<file path="src/rtl/chan_req_agent.sv">
`default_nettype none
// ============================================================================
// Module   : chan_req_agent
// Purpose  : Per-channel request/hold/release agent for an active-low
//            acknowledge controller. Optional ack timeout: CHAN_REQ_TIMEOUT_EN.
// Revision : 1.0  initial release
// ============================================================================
module chan_req_agent #(
   parameter int NCH    = 4,
   parameter int HOLD_W = 4,
   parameter int TO_W   = 8
) (
   input  logic              clock,
   input  logic              rst_n,
   input  logic [NCH-1:0]    start,
   input  logic [HOLD_W-1:0] hold_len,
   input  logic [NCH-1:0]    ack_n,
   input  logic              clr_err,
   output logic [NCH-1:0]    req,
   output logic [NCH-1:0]    busy,
   output logic [NCH-1:0]    done,
   output logic [NCH-1:0]    err
);

   typedef enum logic [2:0] {
      ST_IDLE    = 3'd0,
      ST_REQ     = 3'd1,
      ST_HOLD    = 3'd2,
      ST_RELEASE = 3'd3,
      ST_ABORT   = 3'd4
   } state_t;

`ifdef CHAN_REQ_TIMEOUT_EN
   // Last REQ cycle: the increment on this edge would make the count all-ones.
   localparam logic [TO_W-1:0] C_TO_LAST = {{(TO_W-1){1'b1}}, 1'b0};
`else
   logic [TO_W-1:0] unused_cfg;
   assign unused_cfg = {TO_W{clr_err}};
   assign err        = '0;
`endif

   for (genvar i = 0; i < NCH; i++) begin : g_ch
      state_t            r_state;
      logic [HOLD_W-1:0] r_hold;
      logic              r_req;
      logic              r_busy;
      logic              r_done;
`ifdef CHAN_REQ_TIMEOUT_EN
      logic [TO_W-1:0]   r_to;
      logic              r_err;
      assign err[i] = r_err;
`endif
      assign req[i]  = r_req;
      assign busy[i] = r_busy;
      assign done[i] = r_done;

      always_ff @(posedge clock or negedge rst_n) begin
         if (!rst_n) begin
            r_state <= ST_IDLE;
            r_hold  <= '0;
            r_req   <= 1'b0;
            r_busy  <= 1'b0;
            r_done  <= 1'b0;
`ifdef CHAN_REQ_TIMEOUT_EN
            r_to    <= '0;
            r_err   <= 1'b0;
`endif
         end else begin
            r_done <= 1'b0;
`ifdef CHAN_REQ_TIMEOUT_EN
            // A timeout later in this block overrides the clear.
            if (clr_err) r_err <= 1'b0;
`endif
            case (r_state)
               ST_IDLE: begin
                  if (start[i]) begin
                     r_state <= ST_REQ;
                     r_req   <= 1'b1;
                     r_busy  <= 1'b1;
`ifdef CHAN_REQ_TIMEOUT_EN
                     r_to    <= '0;
`endif
                  end
               end
               ST_REQ: begin
                  if (!ack_n[i]) begin
                     r_state <= ST_HOLD;
                     r_hold  <= hold_len;
                  end
`ifdef CHAN_REQ_TIMEOUT_EN
                  else if (r_to == C_TO_LAST) begin
                     r_state <= ST_ABORT;
                     r_req   <= 1'b0;
                     r_err   <= 1'b1;
                  end else begin
                     r_to <= r_to + 1'b1;
                  end
`endif
               end
               ST_HOLD: begin
                  if (r_hold == '0) begin
                     r_state <= ST_RELEASE;
                     r_req   <= 1'b0;
                  end else begin
                     r_hold <= r_hold - 1'b1;
                  end
               end
               ST_RELEASE: begin
                  if (ack_n[i]) begin
                     r_state <= ST_IDLE;
                     r_busy  <= 1'b0;
                     r_done  <= 1'b1;
                  end
               end
`ifdef CHAN_REQ_TIMEOUT_EN
               ST_ABORT: begin
                  if (ack_n[i]) begin
                     r_state <= ST_IDLE;
                     r_busy  <= 1'b0;
                  end
               end
`endif
               default: begin
                  r_state <= ST_IDLE;
                  r_req   <= 1'b0;
                  r_busy  <= 1'b0;
               end
            endcase
         end
      end
   end

endmodule
`default_nettype wire
</file>
<file path="config.mk">
export PLATFORM = sky130hd
export DESIGN_NAME = chan_req_agent
export DESIGN_NICKNAME = d
export VERILOG_FILES = /design/src/rtl/chan_req_agent.sv
export SDC_FILE = /design/constraint.sdc
export NUM_CORES = 1
export LEC_CHECK = 0
export CAP_MARGIN = 20
export CORE_UTILIZATION = 50
export DETAILED_ROUTE_END_ITERATION = 16
export PLACE_DENSITY = 0.76
export REMOVE_ABC_BUFFERS = 1
export SYNTH_ARGS = -nofsm -noshare
export SYNTH_HDL_FRONTEND = slang
export SYNTH_SLANG_ARGS = --single-unit
</file>
<file path="constraint.sdc">
create_clock -name clock -period 1.6 [get_ports clock]
set_input_delay 0.24 -clock clock [delete_from_list [all_inputs] [get_ports clock]]
set_output_delay 0.24 -clock clock [all_outputs]
set_load 0.005 [all_outputs]
</file>
==> summary.txt, run 1 <==
Synth
  – Post-synthesis adder-cell area fraction: 0.106
  – Fraction of the mapped netlist area in simple logic gates: 0.205
  – Synth area leaders: dfrtp_1 38%, ha_1 11%, buf_4 5.1%, mux2i_1 4.3%, inv_1 3.5%
  – Avg Cell Area, Syn: 9.60 sq um
  – Sequential element share of the synthesized area: 0.383
  – Synthesized area: 0.00235 sq mm
  – Ys Warns: 0
  – Ys flop type: dfrtp_1
  – Post-synth top area share: 0.383
  – Dominant cell type by area after synthesis: dfrtp_1
  – Post-synthesis mux area share: 0.0617
  – Synth Register Bits: 36
  – Number of synthesized flops with an enable pin: 0
  – Largest family of logic cells by synthesized area: simple AND/OR/NAND/NOR gates
  – Post-synthesis cell type count: 49
  – Synth Instances: 245
  – Ys async rst share: 1.00
  – Post-synthesis compound-gate area fraction: 0.146
  – XOR/XNOR Fraction of Synth Area: 0

Global route
  – Vias in the first global route: 1,974
  – GR Util met1: 0.274
  – GRT Total Usage: 0.225
  – M3 GR Usage: 0.0484
  – Grt ovf: 0
  – First-pass GRT wire length: 8850 um
  – Most used routing layer in global routing: met2
  – Initial antenna violation count: 0
  – Largest net degree at the start of global routing: 37
  – Met2 Resource Use GR: 0.399

Pwr
  – Clock share of power: 0.089
  – Reg power frac: 0.231
  – Internal: 0.00470 W
  – Sw power: 0.00311 W
  – Switch share: 0.399
  – Lkg Pwr: 1.52 nW
  – Gate power share: 0.680
  – Pwr/cell area: 2340 mW/mm^2
  – VDD IR-drop max: 1120 uV
  – Pwr Total: 0.00781 W

STA
  – Setup Viol. Count Final: 3
  – Pins Over Slew Limit: 0
  – Maximum operating frequency: 583 MHz
  – Final worst-path cycle share: 1.07
  – Final Skew: 0.00743 ns
  – Final setup margin: -0.115 ns
  – Hold Fails Final Rpt: 0
  – RSZ-0062 raised after global routing: yes
  – Final Critical Period: 1.72 ns

Die
  – Width of the die: 70.6 um
  – Rows: 24
  – I/O pins: 31
  – Core Area: 0.00444 sq mm
  – Die height: 70.6 um
  – Die area: 0.00498 sq mm
  – Initial core utilization: 0.529

Clocking
  – Hold_buf cts: 0
  – H-tree depth: 2
  – Clock slew at reported path FFs: 0.08 ns
  – CTS tree: built
  – Worst skew pair latency: 0.29 ns
  – Clk root buf: clkbuf_8
  – Worst-case clock buffer depth: 2
  – Sink Count: 36
  – TritonCTS Buffers: 5

Placement
  – Port Buffers: 25
  – Final HPWL DP: 3480 um
  – DP Cell Count: 347
  – RD Place Congestion: 0.769

Layout
  – Fillers: 283
  – Share of layout cells above drive strength 1: 0.368
  – P&R area growth vs syn: 41.9%
  – Final non-filler cell total: 373
  – Multi-input gate area: 0.00146 sq mm
  – Nets@finish: 355
  – Ant diodes: 0
  – Area occupied by registers: 903 sq um

Worst setup path
  – CP Capture Type: register
  – Required @ worst endpoint: 1.75 ns
  – Setup CP Type: register to register
  – Setup crit start kind: register
  – Crit path max fanout: 4
  – R2R Setup Slk: -0.12 ns
  – Worst EP arrival: 1.87 ns

Run status
  – Run status: finished, violations left
  – Failing checks: DRC, setup timing

Drt
  – DRT Pass-1 Iters: 10
  – DR vias/cell: 5.44
  – Drt wl/cell: 15.1 um
  – 1st-iter DRT viols: 109
  – WL final: 5610 um
  – Vias: 2,028
  – Post-DRT Antenna Nets: 0
  – Drt drc: 2

Worst hold path
  – Hold crit path type: input port to async pin

Flow run
  – Max Cap Violations: 0
per-stage QoR:
stage	hold WS [ns]	setup WS, ns	util	TNS (ns)	cell area, sq um
after global placement	0.479	-0.0342	0.644	-0.131	2860
after detailed placement	0.487	-0.0929	0.644	-0.468	2860
after CTS	0.327	-0.0336	0.688	-0.0719	3060
after global routing	0.337	-0.151	0.751	-0.904	3340
final	0.321	-0.115	0.751	-0.155	3340
after floorplan	-0.0556	-0.0819	-	-0.197	2220
cell usage after synthesis, drive strengths merged, types with 3 or more instances:
cell type  instances
nor2              18
ha                20
o32a               3
a31oi              6
nor2b              4
a21oi             11
and2               7
o211ai             3
o21ai             13
nand2b             7
dfrtp             36
mux2i             10
nor3b              6
buf               18
nand2             12
and3               4
nor4               4
inv               22
nand3              4
mux2               4
nor3               9
a211oi             4
or3                3
kinds of logic after synthesis:
| group | count (synthesis) |
|---|---|
| compound gates | 49 |
| fa+ha+maj | 20 |
| buf+inv | 42 |
| flops | 36 |
| mux | 14 |
| other cells | 1 |
| simple gates | 83 |
power by group through the flow:
stage               sequential [W]  clock (W)  combinational (W)
global route               0.00185   0.000751            0.00582
global placement           0.00170          0            0.00390
detailed placement         0.00174          0            0.00403
CTS                        0.00176   0.000702            0.00436
floorplan                  0.00169          0            0.00243
finish                     0.00180   0.000695            0.00531
registers in the layout (all words and copies together) (netlist names):
signal,cells
g_ch.r_state,8
g_ch.r_busy,4
g_ch.r_hold,16
g_ch.r_done,4
g_ch.r_req,4
critical path: stages (launching register included):
cell	delay, ns
dfrtp_1	0.44
inv_1	0.10
ha_1	0.21
nor2_1	0.30
a211oi_4	0.09
buf_4	0.16
o211ai_1	0.12
o21ai_0	0.15
final timing paths:
path	startpoint	depth (start not counted)	endpoint
max in group asynchronous	rst_n	2	g_ch[2].r_state[1]
setup reg to reg	g_ch[1].r_state[1]	7	g_ch[1].r_hold[1]
setup / recovery	g_ch[1].r_state[1]	7	g_ch[1].r_hold[1]
hold reg to reg	g_ch[2].r_busy	1	g_ch[2].r_busy
hold / removal	rst_n	2	g_ch[1].r_hold[0]
min in group clock	g_ch[2].r_busy	1	g_ch[2].r_busy
per-layer routing:
layer	vias up	routed length [um]
met4	0	144
met1	977	2420
met5	-	0
met2	47	2870
met3	15	183
li1	989	-
final cells by class:
type,count,area share
tap,52,0.0195
clock inverter,2,0.00300
timing repair buffer,85,0.219
inverter,22,0.0247
multi-input combinational,170,0.438
sequential,36,0.271
clock buffer,6,0.0247
cell usage in the layout (no fill, tap or decap), types with 6 or more instances in the layout:
cell type | Yosys | layout
inv_1 | 22 | 14
ha_1 | 20 | 9
a21oi_1 | 11 | 10
o21ai_0 | 9 | 8
a31oi_1 | 6 | 6
nor2_1 | 17 | 16
nand2_1 | 12 | 12
inv_2 | 0 | 8
clkdlybuf4s50_1 | 0 | 25
nor3_1 | 9 | 9
dfrtp_1 | 36 | 34
ha_4 | 0 | 8
clkbuf_8 | 0 | 6
buf_4 | 16 | 54
mux2i_1 | 10 | 10
repair_timing:
item / in CTS / in global routing
gates resized for setup: 22 / 35
buffers inserted: 2 / 16
setup endpoints to repair: 7 / 23
pin swaps: 3 / 10
Power figures use the tool's default switching activity.
==> run 2, diff against run 1 <==
--- a/config.mk
+++ b/config.mk
@@ -5,7 +5,6 @@
 export SDC_FILE = /design/constraint.sdc
 export NUM_CORES = 1
 export LEC_CHECK = 0
-export CAP_MARGIN = 20
 export CORE_UTILIZATION = 50
 export DETAILED_ROUTE_END_ITERATION = 16
 export PLACE_DENSITY = 0.76
==> results of run 2 <==
Same layout as run 1: the final DEF is identical, and so are final timing and power.
